**config.mk**
```make
export PLATFORM = sky130hd
export DESIGN_NAME = pe_stack_bus_upstream_tx
export DESIGN_NICKNAME = d
export VERILOG_FILES = /design/src/rtl/pe_stack_bus_upstream_tx_pkg.sv /design/src/rtl/pe_stack_bus_upstream_tx_fifo.sv /design/src/rtl/pe_stack_bus_upstream_tx.sv
export SDC_FILE = /design/constraint.sdc
export NUM_CORES = 1
export LEC_CHECK = 0
export ABC_CLOCK_PERIOD_IN_PS = 4050
export BUFFER_PORTS_ARGS = -buffer_cell sky130_fd_sc_hd__buf_2
export CORE_ASPECT_RATIO = 0.6
export CORE_MARGIN = 2
export CORE_UTILIZATION = 52
export CTS_CLUSTER_DIAMETER = 50
export CTS_CLUSTER_SIZE = 14
export DETAILED_ROUTE_END_ITERATION = 16
export PLACE_DENSITY = 0.79
export SLEW_MARGIN = 20
export SYNTH_ARGS = -nofsm -noshare
export SYNTH_HDL_FRONTEND = slang
export SYNTH_HIERARCHICAL = 1
export SYNTH_SLANG_ARGS = --single-unit
```
**constraint.sdc**
```tcl
create_clock -name clk -period 4.05 [get_ports clk]
set_clock_uncertainty 0.1 [all_clocks]
set_input_delay 0.405 -clock clk [delete_from_list [all_inputs] [get_ports clk]]
set_output_delay 0.405 -clock clk [all_outputs]
set_load 0.1 [all_outputs]
```
**src/rtl/pe_stack_bus_upstream_tx_pkg.sv**
```systemverilog
// Shared definitions for the PE stack-bus upstream transmitter: cntl codes,
// header layout, framing states and the header builder.
package pe_stack_bus_upstream_tx_pkg;

    localparam logic [1:0] CNTL_MOP     = 2'b00;
    localparam logic [1:0] CNTL_SOP     = 2'b01;
    localparam logic [1:0] CNTL_EOP     = 2'b10;
    localparam logic [1:0] CNTL_SOP_EOP = 2'b11;

    localparam logic [3:0] HDR_TYPE     = 4'h1;
    localparam int         HDR_PE_LSB   = 24;
    localparam int         HDR_TAG_LSB  = 16;
    localparam int         HDR_TYPE_LSB = 12;

    // Wide enough for MAX_PKT_WORDS up to 4095.
    localparam int         CNT_W        = 12;

    typedef enum logic [2:0] {
        ST_IDLE,
        ST_HDR,
        ST_DATA,
        ST_CLOSE,
        ST_DRAIN
    } state_e;

    function automatic logic [31:0] make_header(input logic [7:0] pe_id, input logic [7:0] tag);
        logic [31:0] hdr;
        hdr = '0;
        hdr[HDR_PE_LSB +: 8]   = pe_id;
        hdr[HDR_TAG_LSB +: 8]  = tag;
        hdr[HDR_TYPE_LSB +: 4] = HDR_TYPE;
        return hdr;
    endfunction

endpackage

```
**src/rtl/pe_stack_bus_upstream_tx_fifo.sv**
```systemverilog
// Synchronous FIFO with show-ahead head; pointers wrap modulo DEPTH and the
// occupancy counter carries one extra bit so full and empty are distinct.
module pe_stack_bus_upstream_tx_fifo #(
    parameter int WIDTH = 8,
    parameter int DEPTH = 4
) (
    input  logic             clk,
    input  logic             rst_n,
    input  logic             push_i,
    input  logic [WIDTH-1:0] data_i,
    input  logic             pop_i,
    output logic             full_o,
    output logic             empty_o,
    output logic [WIDTH-1:0] head_o
);

    localparam int AW = (DEPTH > 1) ? $clog2(DEPTH) : 1;

    logic [WIDTH-1:0] mem_q [DEPTH];
    logic [AW-1:0]    wr_ptr_q, wr_ptr_d;
    logic [AW-1:0]    rd_ptr_q, rd_ptr_d;
    logic [AW:0]      count_q, count_d;
    logic             do_push, do_pop;

    assign full_o  = (count_q == (AW + 1)'(DEPTH));
    assign empty_o = (count_q == '0);
    assign do_push = push_i && !full_o;
    assign do_pop  = pop_i && !empty_o;
    assign head_o  = mem_q[rd_ptr_q];

    always_comb begin
        wr_ptr_d = wr_ptr_q;
        rd_ptr_d = rd_ptr_q;
        count_d  = count_q;
        if (do_push) wr_ptr_d = wr_ptr_q + AW'(1);
        if (do_pop)  rd_ptr_d = rd_ptr_q + AW'(1);
        case ({do_push, do_pop})
            2'b10:   count_d = count_q + (AW + 1)'(1);
            2'b01:   count_d = count_q - (AW + 1)'(1);
            default: count_d = count_q;
        endcase
    end

    // Storage carries no reset; occupancy alone defines what is valid.
    always_ff @(posedge clk) begin
        if (do_push) mem_q[wr_ptr_q] <= data_i;
    end

    always_ff @(posedge clk or negedge rst_n) begin
        if (!rst_n) begin
            wr_ptr_q <= '0;
            rd_ptr_q <= '0;
            count_q  <= '0;
        end else begin
            wr_ptr_q <= wr_ptr_d;
            rd_ptr_q <= rd_ptr_d;
            count_q  <= count_d;
        end
    end

endmodule

```
**src/rtl/pe_stack_bus_upstream_tx.sv**
```systemverilog
// Upstream transmitter: frames result words from the Ops block into stack-bus
// packets (header, data, EOP) behind a small input FIFO and a registered output.
module pe_stack_bus_upstream_tx
    import pe_stack_bus_upstream_tx_pkg::*;
#(
    parameter logic [7:0] PE_ID         = 8'd0,
    parameter int         DATA_W        = 32,
    parameter int         FIFO_DEPTH    = 4,
    parameter int         MAX_PKT_WORDS = 64
) (
    input  logic              clk,
    input  logic              reset_poweron,
    input  logic              stOp__sti__valid,
    input  logic [1:0]        stOp__sti__cntl,
    input  logic [7:0]        stOp__sti__tag,
    input  logic [DATA_W-1:0] stOp__sti__data,
    output logic              sti__stOp__ready,
    output logic              pe__stu__valid,
    output logic [1:0]        pe__stu__cntl,
    output logic [DATA_W-1:0] pe__stu__data,
    input  logic              stu__pe__ready,
    output logic              sti__err_len,
    output logic              sti__err_proto,
    input  logic              sti__err_clear
);

    localparam int               ENTRY_W = 2 + 8 + DATA_W;
    localparam logic [CNT_W-1:0] MAX_CNT = CNT_W'(MAX_PKT_WORDS);

    logic               fifo_push, fifo_pop, fifo_full, fifo_empty;
    logic [ENTRY_W-1:0] fifo_head;
    logic [1:0]         head_cntl;
    logic [7:0]         head_tag;
    logic [DATA_W-1:0]  head_data;
    logic               head_sop, head_eop;
    logic [DATA_W-1:0]  hdr_word;

    state_e             state_q, state_d;
    logic [CNT_W-1:0]   cnt_q, cnt_d, cnt_inc;
    logic               vld_q, vld_d;
    logic [1:0]         cntl_q, cntl_d;
    logic [DATA_W-1:0]  data_q, data_d;
    logic               err_len_q, err_len_d;
    logic               err_proto_q, err_proto_d;
    logic               set_len, set_proto;
    logic               adv;

    pe_stack_bus_upstream_tx_fifo #(
        .WIDTH (ENTRY_W),
        .DEPTH (FIFO_DEPTH)
    ) u_fifo (
        .clk     (clk),
        .rst_n   (reset_poweron),
        .push_i  (fifo_push),
        .data_i  ({stOp__sti__cntl, stOp__sti__tag, stOp__sti__data}),
        .pop_i   (fifo_pop),
        .full_o  (fifo_full),
        .empty_o (fifo_empty),
        .head_o  (fifo_head)
    );

    // Ready is forced low while reset is held so every output reads 0.
    assign sti__stOp__ready = reset_poweron && !fifo_full;
    assign fifo_push        = stOp__sti__valid && sti__stOp__ready;

    assign {head_cntl, head_tag, head_data} = fifo_head;
    assign head_sop = (head_cntl == CNTL_SOP) || (head_cntl == CNTL_SOP_EOP);
    assign head_eop = (head_cntl == CNTL_EOP) || (head_cntl == CNTL_SOP_EOP);
    assign hdr_word = DATA_W'(make_header(PE_ID, head_tag));
    assign cnt_inc  = cnt_q + CNT_W'(1);

    // The output register may take a new word when empty or being accepted.
    assign adv = !vld_q || stu__pe__ready;

    always_comb begin
        state_d   = state_q;
        cnt_d     = cnt_q;
        vld_d     = adv ? 1'b0 : vld_q;
        cntl_d    = cntl_q;
        data_d    = data_q;
        fifo_pop  = 1'b0;
        set_len   = 1'b0;
        set_proto = 1'b0;

        case (state_q)
            ST_IDLE: begin
                if (!fifo_empty) begin
                    if (head_sop) begin
                        if (adv) begin
                            vld_d   = 1'b1;
                            cntl_d  = CNTL_SOP;
                            data_d  = hdr_word;
                            cnt_d   = '0;
                            state_d = ST_HDR;
                        end
                    end else begin
                        fifo_pop  = 1'b1;
                        set_proto = 1'b1;
                    end
                end
            end

            // In HDR the head is the packet's own SOP word, so only DATA can
            // see a second SOP.
            ST_HDR, ST_DATA: begin
                if (!fifo_empty && adv) begin
                    vld_d = 1'b1;
                    if (state_q == ST_DATA && head_cntl == CNTL_SOP) begin
                        cntl_d    = CNTL_EOP;
                        data_d    = '0;
                        set_proto = 1'b1;
                        state_d   = ST_CLOSE;
                    end else begin
                        fifo_pop = 1'b1;
                        data_d   = head_data;
                        cnt_d    = cnt_inc;
                        if (head_eop) begin
                            cntl_d  = CNTL_EOP;
                            state_d = ST_IDLE;
                        end else if (cnt_inc == MAX_CNT) begin
                            cntl_d  = CNTL_EOP;
                            set_len = 1'b1;
                            state_d = ST_DRAIN;
                        end else begin
                            cntl_d  = CNTL_MOP;
                            state_d = ST_DATA;
                        end
                    end
                end
            end

            ST_CLOSE: begin
                if (!fifo_empty && adv) begin
                    vld_d   = 1'b1;
                    cntl_d  = CNTL_SOP;
                    data_d  = hdr_word;
                    cnt_d   = '0;
                    state_d = ST_HDR;
                end
            end

            ST_DRAIN: begin
                if (!fifo_empty) begin
                    if (head_sop) begin
                        if (adv) begin
                            vld_d     = 1'b1;
                            cntl_d    = CNTL_SOP;
                            data_d    = hdr_word;
                            cnt_d     = '0;
                            set_proto = 1'b1;
                            state_d   = ST_HDR;
                        end
                    end else begin
                        fifo_pop = 1'b1;
                        if (head_eop) state_d = ST_IDLE;
                    end
                end
            end

            default: state_d = ST_IDLE;
        endcase

        // A set in the same cycle as a clear wins.
        err_len_d   = set_len   | (err_len_q   & !sti__err_clear);
        err_proto_d = set_proto | (err_proto_q & !sti__err_clear);
    end

    always_ff @(posedge clk or negedge reset_poweron) begin
        if (!reset_poweron) begin
            state_q     <= ST_IDLE;
            cnt_q       <= '0;
            vld_q       <= 1'b0;
            cntl_q      <= '0;
            data_q      <= '0;
            err_len_q   <= 1'b0;
            err_proto_q <= 1'b0;
        end else begin
            state_q     <= state_d;
            cnt_q       <= cnt_d;
            vld_q       <= vld_d;
            cntl_q      <= cntl_d;
            data_q      <= data_d;
            err_len_q   <= err_len_d;
            err_proto_q <= err_proto_d;
        end
    end

    assign pe__stu__valid = vld_q;
    assign pe__stu__cntl  = cntl_q;
    assign pe__stu__data  = data_q;
    assign sti__err_len   = err_len_q;
    assign sti__err_proto = err_proto_q;

endmodule

```
==> run metrics, run 1 <==
outcome=finished, final reports clean; crit path cell chain=mux4_2 > nand2b_1 > a21oi_2 > o21ai_0 > and2_1 > ha_1 > inv_1 > fa_1 > xor2_1 > nor2_1 > xor2_1; minimum clock period=roughly 3.4 ns; CTS tree=built; share of power burned in registers=between 30 and 40%; endpoint kind of the worst setup timing path=register; First-pass DRT Iterations=7; startpoint type of the worst setup path=register; overall routing resource usage=19.5%; Routed WL per cell=a little over 20 um; H-tree depth=1; startpoint of the worst hold path=stOp__sti__tag[6]; sum of buffers and inverters on the critical path=1; number of nets still failing antenna checks after routing=0; Post-Route Setup TNS=0 ns; residual overflow from global routing=0; launch instance of the worst register-to-register path=u_fifo/rd_ptr_q[0]; switching power share of the total=between 40% and 50%; net switching power figure=approximately 3400 uW; worst flop-to-flop path endpoint=u_fifo/count_q[2]; fraction of the core area covered by cells at the end of the flow=60.2%; Cell variety after synth=between 50 and 60; number of CTS-inserted buffers=20; fraction of final layout cells with drive strength greater than 1=28.2%; area of the core=0.0172 mm2; number of post-CTS setup repair buffers=0; latest clock arrival within the worst-skew pair=a little under 0.5 ns; total of buffers placed on input and output ports=between 80 and 90; share of synthesized area occupied by flip-flops and latches=around 71%; Max Cap Violations=0; CP startpoint=u_fifo/rd_ptr_q[0]; synthesized area=between 0.009 and 0.01 mm2; Top Ports=85; instance area at placement=around 0.01 mm2; initial detailed-routing violation count=~540; count of instances resized after the clock tree is built=0; number of enable flip-flop cells after synthesis=about 170; post-detailed-placement half-perimeter wirelength=~11000 um; critical path's top delay family=adder cells; post-detailed-route via-to-cell ratio=just under 6; area growth from synthesis to final layout=12.8%; Hold Path Sink=u_fifo/mem_q[0][38]; critical path class=reg2reg; power share of the clock group=a little over a fifth; Worst path most repeated cell=sky130_fd_sc_hd__xor2_1; final estimated routing congestion in global placement=between 0.8 and 0.9; number of warnings reported in the yosys synthesis log=6; worst reg2reg path depth=11; flip-flop cell with the highest count after synthesis=sky130_fd_sc_hd__edfxtp_1; Comb power frac=between 40 and 50%; initial antenna violation count=4; hold buffers post-CTS=1; total routed wirelength=about 18000 um; crit-path max cell delay=0.65 ns; Crit Path Max Fanout=11; Die Footprint=0.0188 mm2; starting density of the core=between 50% and 60%; Worst Hold Class=in2reg; master of the slowest instance on the critical path=sky130_fd_sc_hd__mux4_2; largest vdd supply drop=around 560 uV; post-synthesis register bit count=227; cells after synthesis=between 500 and 600; setup slack of the worst register-to-register path=approximately 0.67 ns; Cell Rows=37; Req. time, crit path=around 4.4 ns; final design area excluding fillers=a little over 0.01 mm2; unrepaired setup endpoints after global routing=false; number of global-route vias before repair=around 5000; Hold Fails Final Rpt=0; ratio of final minimum period to clock period=roughly 83%; number of remaining DRC errors=0; horizontal die dimension=176 um; slew at the pin with the worst max-slew slack=just over 0.9 ns; height of the die=~110 um; Pleak=between 0.003 and 0.004 uW; vias after detailed routing=about 5000; clk buf depth=3; Internal Dissipation=4900 uW; global-route wire length before repair=about 28000 um; clock input transition at the sequential cells of the worst setup and hold paths=~0.070 ns; Max Freq=roughly 300 MHz; Synth async-reset ratio=26.0%; per-instance average area after synthesis=roughly 18 um2; clock tree sinks=227; number of nets produced by synthesis=~580; Arr. time, crit path=between 3 and 4 ns; final-report max-slew violation count=0; fin nets=669; Pwr Density=about 800 mW/mm2; most common cell after layout, fill and taps aside=sky130_fd_sc_hd__edfxtp_1; number of endpoints failing setup at the final stage=0; CTS Root Buffer Type=sky130_fd_sc_hd__clkbuf_16; pin count of the biggest net entering global routing=60; Hold Path Depth=1; worst slew margin relative to its limit=38.2%; leading cell types in the layout, fill and taps excluded=sky130_fd_sc_hd__edfxtp_1 (168), sky130_fd_sc_hd__buf_2 (84), sky130_fd_sc_hd__dfrtp_1 (57)
==> cell usage after synthesis, types with 3 or more instances <==
library cell               number  area share [%]
sky130_fd_sc_hd__a21oi_1       18            0.98
sky130_fd_sc_hd__a22o_1        25             2.4
sky130_fd_sc_hd__a22oi_1        8            0.65
sky130_fd_sc_hd__a31oi_1        4            0.27
sky130_fd_sc_hd__and2_1         7            0.48
sky130_fd_sc_hd__and3_1         4            0.27
sky130_fd_sc_hd__buf_12         4            0.87
sky130_fd_sc_hd__buf_2         17            0.93
sky130_fd_sc_hd__buf_6          3            0.37
sky130_fd_sc_hd__dfrtp_1       59              16
sky130_fd_sc_hd__edfxtp_1     168              55
sky130_fd_sc_hd__ha_1           7            0.95
sky130_fd_sc_hd__inv_1         14            0.57
sky130_fd_sc_hd__mux2i_1        3            0.33
sky130_fd_sc_hd__mux4_1         4             1.1
sky130_fd_sc_hd__mux4_2        38             9.3
sky130_fd_sc_hd__nand2_1       22            0.90
sky130_fd_sc_hd__nand2b_1       5            0.34
sky130_fd_sc_hd__nand3_1       11            0.60
sky130_fd_sc_hd__nand3b_1       3            0.25
sky130_fd_sc_hd__nor2_1        13            0.53
sky130_fd_sc_hd__nor2b_1        5            0.34
sky130_fd_sc_hd__nor3_1         5            0.27
sky130_fd_sc_hd__o21ai_0       23             1.3
sky130_fd_sc_hd__o31ai_1        4            0.33
sky130_fd_sc_hd__or3_1          4            0.27
sky130_fd_sc_hd__xnor2_1        5            0.48
sky130_fd_sc_hd__xor2_1         3            0.29
==> power by group through the flow <==
| stage | logic (uW) | registers (uW) | clock network (uW) |
|---|---|---|---|
| after CTS | 3370 | 3210 | 1760 |
| after floorplan | 1810 | 4190 | 0 |
| after global placement | 3280 | 3220 | 0 |
| after global routing | 3570 | 3260 | 1860 |
| final | 3350 | 3210 | 1720 |
| after detailed placement | 3350 | 3250 | 0 |
==> how the worst max path moves through the flow <==
stage                          to  cells past startpoint  slack, ns
3_3_place_gp    u_fifo/count_q[2]                     11       0.91
5_1_grt         u_fifo/count_q[2]                     11       0.44
2_1_floorplan  u_fifo/mem_q[0][0]                      5       0.09
4_1_cts         u_fifo/count_q[2]                     11       0.65
6_report        u_fifo/count_q[2]                     11       0.67
3_5_place_dp    u_fifo/count_q[2]                     11       0.74
==> area by class of cell <==
cell class / count / area, um2
fill: 1281 / 6860
sequential: 227 / 6530
multi-input combinational: 256 / 2400
clock buffer: 33 / 549
timing repair buffer: 95 / 505
tap: 234 / 293
inverter: 14 / 52.6
clock inverter: 3 / 30.0
antenna: 2 / 5.00
==> flip-flops by register name (all words and copies together), names as in the netlist <==
name / cells
sti__err_proto: 1
u_fifo/mem_q: 168
pe__stu__valid: 1
u_fifo/count_q: 3
cnt_q: 12
u_fifo/rd_ptr_q: 2
state_q: 3
u_fifo/wr_ptr_q: 2
pe__stu__data: 32
sti__err_len: 1
pe__stu__cntl: 2
==> cells by family (layout without fill, tap and decap cells) <==
group	after synthesis	count (layout)	synth area share, %
AO/OA/AOI/OAI	101	101	7.56
XOR/XNOR	8	8	0.763
adder cells (fa/ha/maj)	8	8	1.17
buffers and inverters	41	145	2.97
flip-flops	227	227	71.0
multiplexers	47	47	11.0
other	0	2	0
AND/OR/NAND/NOR	92	92	5.52
==> worst register-to-register path: stages, from the launching register on <==
cell and delay, ns:
sky130_fd_sc_hd__dfrtp_4 0.57, sky130_fd_sc_hd__mux4_2 0.65, sky130_fd_sc_hd__nand2b_1 0.16, sky130_fd_sc_hd__a21oi_2 0.12, sky130_fd_sc_hd__o21ai_0 0.25, sky130_fd_sc_hd__and2_1 0.22, sky130_fd_sc_hd__ha_1 0.22, sky130_fd_sc_hd__inv_1 0.08
sky130_fd_sc_hd__fa_1 0.44, sky130_fd_sc_hd__xor2_1 0.15, sky130_fd_sc_hd__nor2_1 0.14, sky130_fd_sc_hd__xor2_1 0.21
==> metal layers <==
layer / track usage [%] / routed length (um)
met2: 29.9 / 8150
met3: 5.43 / 1310
met5: 0 / 26
met4: 2.60 / 192
met1: 29.0 / 8090
==> through the flow <==
| stage | instances | power [uW] | worst slack [ns] | hold slack, ns |
|---|---|---|---|---|
| final | 864 | 8280 | 0.670 | 0.0264 |
| after global routing | 862 | 8680 | 0.441 | 0.0156 |
| after CTS | 862 | 8340 | 0.646 | 0.00956 |
| after detailed placement | 825 | 6600 | 0.745 | 0.374 |
| after global placement | 825 | 6510 | 0.906 | 0.355 |
| after floorplan | 524 | 6000 | 0.0916 | 0.00941 |
Power figures use the tool's default switching activity.
==> run 2: changes to the inputs <==
ABC_CLOCK_PERIOD_IN_PS = 3200   (was 4050)
clock period = 3.2 ns   (was 4.05 ns; I/O delays follow)
==> run 2 against run 1 <==
  * The run now ends with hold timing left
  * Worst hold slack got worse by 0.070 ns
  * Count of clock-buffer cells in the layout rose by 1
  * Critical path depth did not move
  * First-iteration DRC count fell by 24%
  * Largest cell class unchanged
  * Via count rose by 5.5%
  * Largest power group unchanged
==> run metrics, run 2 (synthesized netlist as in run 1, its figures left out) <==
outcome=finished with violations; failing checks=hold timing; startpoint type of the worst setup path=register; number of CTS-inserted buffers=20 (unchanged); flip-flop count of the largest register after layout=168 (unchanged); latest clock arrival within the worst-skew pair=0.50 ns (about the same); sum of buffers and inverters on the critical path=1 (unchanged); switching power share of the total=40.5% (-0.37 points); total routed wirelength=19100 um (+7.4%); CTS tree=built; Routed WL per cell=20.9 um (+1.5%); horizontal die dimension=176 um (unchanged); CP startpoint=u_fifo/rd_ptr_q[0]; crit-path max cell delay=0.56 ns (-0.09 ns); vias after detailed routing=5284 (+5.5%); Hold Fails Final Rpt=15 (+15); global-route wire length before repair=30600 um (+9.3%); initial antenna violation count=0 (-4); minimum clock period=2.97 ns (-0.410 ns); clock tree sinks=227 (unchanged); number of remaining DRC errors=0 (unchanged); overall routing resource usage=21.2% (+1.8 points); unrepaired setup endpoints after global routing=false; Max Cap Violations=0 (unchanged); Multi-input gate area=0.00241 mm2 (+0.26%); most common cell after layout, fill and taps aside=sky130_fd_sc_hd__edfxtp_1; master of the slowest instance on the critical path=sky130_fd_sc_hd__mux4_2; area of the core=0.0172 mm2 (unchanged); height of the die=107 um (unchanged); Post-Route Setup TNS=0 ns (unchanged); post-detailed-placement half-perimeter wirelength=11700 um (+5.0%); Worst Hold Class=in2async; Cell Rows=37 (unchanged); total of buffers placed on input and output ports=84 (unchanged); power share of the clock group=21.0% (+0.2 points); post-detailed-route via-to-cell ratio=5.78 (-0.26%); setup slack of the worst register-to-register path=0.23 ns (-0.44 ns); Comb power frac=41.9% (+1.4 points); instance area at placement=0.00990 mm2 (+1.3%); critical path class=reg2reg; worst flop-to-flop path endpoint=u_fifo/count_q[2]; largest vdd supply drop=545 uV (-1.8%); Max Freq=337 MHz (+14%); endpoint kind of the worst setup timing path=register; area growth from synthesis to final layout=19.1%; number of global-route vias before repair=5506 (+9.6%); residual overflow from global routing=0 (unchanged); final design area excluding fillers=0.0109 mm2 (+5.6%); net switching power figure=4370 uW (+29%); final estimated routing congestion in global placement=0.828 (-6.7%); number of antenna cells inserted=0 (-2); Internal Dissipation=6410 uW (+31%); pin count of the biggest net entering global routing=60 (unchanged); starting density of the core=53.3% (unchanged); First-pass DRT Iterations=5 (-2); Pleak=0.00410 uW (+6.6%); H-tree depth=1 (unchanged); worst reg2reg path depth=11 (unchanged); critical path's top delay family=adder cells; ratio of final minimum period to clock period=92.8% (+9.3 points); Req. time, crit path=3.52 ns (-0.84 ns); fraction of the core area covered by cells at the end of the flow=63.5% (+3.3 points); register with the most flip-flops=u_fifo/mem_q; worst slew margin relative to its limit=44.2% (+6.0 points); slew at the pin with the worst max-slew slack=0.836 ns (-0.0873 ns); fin nets=721 (+7.8%); fraction of final layout cells with drive strength greater than 1=27.8% (-0.39 points); Arr. time, crit path=3.29 ns (-0.40 ns); CTS Root Buffer Type=sky130_fd_sc_hd__clkbuf_16; Critical Path Sink=u_fifo/count_q[2]; initial detailed-routing violation count=407 (-24%); Fillers=1259 (-1.7%); critical path depth=11 (unchanged); final-report max-slew violation count=0 (unchanged); Top Ports=85 (unchanged); Die Footprint=0.0188 mm2 (unchanged); share of power burned in registers=37.1% (-1.6 points); clock input transition at the sequential cells of the worst setup and hold paths=0.07 ns (about the same); register area=0.00653 mm2 (unchanged); leading cell types in the layout, fill and taps excluded=sky130_fd_sc_hd__edfxtp_1 (168), sky130_fd_sc_hd__buf_2 (84), sky130_fd_sc_hd__dfrtp_1 (57); Worst path most repeated cell=sky130_fd_sc_hd__xor2_1; number of endpoints failing setup at the final stage=0 (unchanged); Pwr Density=985 mW/mm2 (+23%); Crit Path Max Fanout=5 (-6); clk buf depth=3 (unchanged); Fin Hold WS=-0.0433 ns (-0.0698 ns); launch instance of the worst register-to-register path=u_fifo/rd_ptr_q[0]; crit path cell chain=mux4_2 > nand2b_1 > a21oi_2 > o21ai_2 > and2_1 > ha_1 > inv_1 > fa_1 > xor2_1 > nor2_1 > xor2_1; number of nets still failing antenna checks after routing=0 (unchanged)
-- run 2: cell types whose count changed in the layout (fill, tap and decap cells not counted), sizes merged --
cell	previous run	this run
dlygate4sd3	1	43
buf	94	104
diode	2	0
clkbuf	33	34
clkinv	2	1
-- run 2: how the worst min path moves through the flow --
| stage | endpoint | slack (ns) | depth (start not counted) |
|---|---|---|---|
| 2_1_floorplan | cnt_q[0] | -0.08 | 0 |
| 3_3_place_gp | pe__stu__data[19] | 0.36 | 2 |
| 3_5_place_dp | pe__stu__data[12] | 0.37 | 2 |
| 4_1_cts | pe__stu__data[17] | 0.04 | 2 |
| 5_1_grt | pe__stu__data[17] | 0.08 | 2 |
| 6_report | pe__stu__data[17] | -0.04 | 2 |
-- run 2: layer usage --
layer  up-vias  part of all wire (%)  global-route usage (%)
li1       2360                     -                       -
met1      2697                    45                    31.4
met2       204                    46                    33.3
met3        23                   7.6                    4.68
met4         0                   1.3                    4.07
met5         -                     0                       0
-- run 2: power by group through the flow --
stage          combinational, uW  clock (uW)  sequential, uW
3_5_place_dp                4450           0            4050
4_1_cts                     4520        2290            4000
5_1_grt                     4810        2410            4060
2_1_floorplan               2290           0            5300
3_3_place_gp                4380           0            4020
6_report                    4520        2260            4000
-- run 2: layout make-up --
class                   count  share of cell area (%)
well taps                 234                    2.68
clock inverters             2                   0.114
multi-input cells         256                    22.0
inverters                  14                   0.480
repair buffers            147                    9.72
flip-flops and latches    227                    59.6
clock buffers              34                    5.34
-- run 2: per-stage QoR --
step	power, uW	hold WS (ns)	instances	setup slack (ns)
after floorplan	7600	-0.0756	524	0.162
after global placement	8400	0.360	833	0.261
after detailed placement	8500	0.367	833	0.0819
after CTS	10800	0.0372	912	0.0484
after global routing	11300	0.0760	914	0.0631
final	10800	-0.0433	914	0.230
-- run 2: repair_timing --
| item | 4_1_cts | 5_1_grt |
|---|---|---|
| hold buffers | 43 | 0 |
| hold endpoints to repair | 169 | 0 |
| endpoints found under the setup margin | 0 | 1 |
| resized for setup | 0 | 2 |
| buffers inserted | 0 | 2 |
==> run 3: changes to the inputs <==
==> constraint.sdc (replaced) <==
create_clock -name clk -period 3.2 [get_ports clk]
set_clock_uncertainty 0.1 [all_clocks]
set_input_delay 0.48 -clock clk [delete_from_list [all_inputs] [get_ports clk]]
set_output_delay 0.48 -clock clk [all_outputs]
set_load 0.1 [all_outputs]
==> run 3 against run 2 <==
  * The run now ends clean
  * Setup slack better by 0.017 ns
  * Maximum frequency rose by 0.56%
  * Critical path depth is the same
  * Power is 1.1% lower
  * Global-route usage fell by 0.57 points
  * Count of clock-buffer cells in the layout is 1 lower
  * Clock power is essentially flat
  * Largest power group unchanged
  * Highest routed layer is now met5
==> run metrics, run 3 (synthesized netlist as in run 1, its figures left out) <==
Routed WL per cell=21.6 um (+3.3%); Pwr Density=1020 mW/mm2 (+3.1%); CTS Root Buffer Type=sky130_fd_sc_hd__clkbuf_16; height of the die=107 um (unchanged); number of endpoints failing setup at the final stage=0 (unchanged); area growth from synthesis to final layout=14.3%; horizontal die dimension=176 um (unchanged); flip-flop count of the largest register after layout=168 (unchanged); clock input transition at the sequential cells of the worst setup and hold paths=0.07 ns (about the same); Fillers=1266 (+0.56%); area of the core=0.0172 mm2 (unchanged); fin nets=677 (-6.1%); ratio of final minimum period to clock period=92.3% (-0.52 points); global-route wire length before repair=29600 um (-3.1%); Max Cap Violations=0 (unchanged); CTS tree=built; clock tree sinks=227 (unchanged); unrepaired setup endpoints after global routing=false; number of remaining DRC errors=0 (unchanged); minimum clock period=2.95 ns (-0.0167 ns); fraction of final layout cells with drive strength greater than 1=29.6% (+1.8 points); fraction of the core area covered by cells at the end of the flow=60.9% (-2.6 points); total of buffers placed on input and output ports=84 (unchanged); count of instances resized after the clock tree is built=0 (unchanged); residual overflow from global routing=0 (unchanged); slew at the pin with the worst max-slew slack=0.839 ns (+0.00257 ns); Cell Rows=37 (unchanged); Max Freq=339 MHz (+0.56%); post-detailed-route via-to-cell ratio=5.82 (+0.61%); Fin Hold WS=0.0915 ns (+0.135 ns); startpoint type of the worst setup path=register; number of post-CTS setup repair buffers=0 (unchanged); number of CTS-inserted buffers=20 (unchanged); pin count of the biggest net entering global routing=60 (unchanged); final-report max-slew violation count=0 (unchanged); total routed wirelength=18800 um (-1.4%); endpoint kind of the worst setup timing path=register; H-tree depth=1 (unchanged); Req. time, crit path=3.52 ns (about the same); Crit Path Max Fanout=4 (-1); Hold Fails Final Rpt=0 (-15); First-pass DRT Iterations=5 (unchanged); Hold Path Depth=2; Die Footprint=0.0188 mm2 (unchanged); largest vdd supply drop=613 uV (+12%); vias after detailed routing=5072 (-4.0%); latest clock arrival within the worst-skew pair=0.49 ns (about the same); hold buffers post-CTS=0 (-100%); worst slew margin relative to its limit=43.9% (-0.38 points); Worst Hold Class=in2reg; final estimated routing congestion in global placement=0.818 (-1.2%); leading cell types in the layout, fill and taps excluded=sky130_fd_sc_hd__edfxtp_1 (168), sky130_fd_sc_hd__buf_2 (83), sky130_fd_sc_hd__dfrtp_1 (57); outcome=finished, final reports clean; initial antenna violation count=4 (+4); post-detailed-placement half-perimeter wirelength=11900 um (+2.5%); clk buf depth=3 (unchanged); number of nets still failing antenna checks after routing=0 (unchanged); most common cell after layout, fill and taps aside=sky130_fd_sc_hd__edfxtp_1; Arr. time, crit path=3.27 ns (-0.02 ns); overall routing resource usage=20.7% (-0.57 points); Post-Route Setup TNS=0 ns (unchanged); number of global-route vias before repair=5265 (-4.4%); worst reg2reg path depth=11 (unchanged); initial detailed-routing violation count=435 (+6.9%); critical path class=reg2reg; starting density of the core=53.3% (unchanged); register with the most flip-flops=u_fifo/mem_q; Top Ports=85 (unchanged); Pleak=0.00392 uW (-4.5%)
[run 3: cell type report]
| type | instances | area (um2) | share of cell area, % |
|---|---|---|---|
| clock buffer | 33 | 571 | 5.44 |
| timing repair buffer | 103 | 616 | 5.86 |
| multi-input combinational | 256 | 2410 | 22.9 |
| antenna | 2 | 5.00 | 0.0477 |
| tap | 234 | 293 | 2.79 |
| sequential | 227 | 6530 | 62.2 |
| inverter | 14 | 52.6 | 0.501 |
| clock inverter | 3 | 26.3 | 0.250 |
[run 3: metal layers]
layer,wire length (um),global-route usage [%]
met2,8720,32.4
met1,8260,30.6
met3,1590,4.86
met4,219,3.36
met5,21,0
[run 3: power by group]
| part | internal, uW | switching [uW] | leakage (uW) |
|---|---|---|---|
| combinational | 1410 | 3020 | 0.00135 |
| clock | 1230 | 1000 | 0.000288 |
| sequential | 3710 | 294 | 0.00228 |
[run 3: per-stage QoR]
step	instance area (um2)	power, uW	cells	setup slack (ns)
6_report	10500	10700	872	0.247
3_5_place_dp	9890	8510	834	0.279
2_1_floorplan	9190	7600	524	0.162
5_1_grt	10500	11200	870	0.107
3_3_place_gp	9890	8400	834	0.364
4_1_cts	10500	10800	870	0.260
[run 3: worst max-delay path, stage by stage, from the launching register on]
cell                       delay, ns
sky130_fd_sc_hd__dfrtp_4        0.44
sky130_fd_sc_hd__mux4_2         0.54
sky130_fd_sc_hd__nand2b_1       0.14
sky130_fd_sc_hd__a21oi_2        0.07
sky130_fd_sc_hd__o21ai_0        0.24
sky130_fd_sc_hd__and2_1         0.22
sky130_fd_sc_hd__ha_1           0.22
sky130_fd_sc_hd__inv_1          0.09
sky130_fd_sc_hd__fa_1           0.43
sky130_fd_sc_hd__xor2_1         0.15
sky130_fd_sc_hd__nor2_1         0.11
sky130_fd_sc_hd__xor2_1         0.14
[run 3: worst paths after layout]
check	startpoint	endpoint	slack, ns
worst max register to register	u_fifo/rd_ptr_q[0]	u_fifo/count_q[2]	0.25
worst max-delay path	u_fifo/rd_ptr_q[0]	u_fifo/count_q[2]	0.25
max in group asynchronous	reset_poweron	u_fifo/rd_ptr_q[0]	2.20
worst min-delay path	sti__err_clear	sti__err_len	0.09
worst min register to register	pe__stu__data[17]	pe__stu__data[17]	0.38
min in group asynchronous	reset_poweron	pe__stu__data[12]	0.17
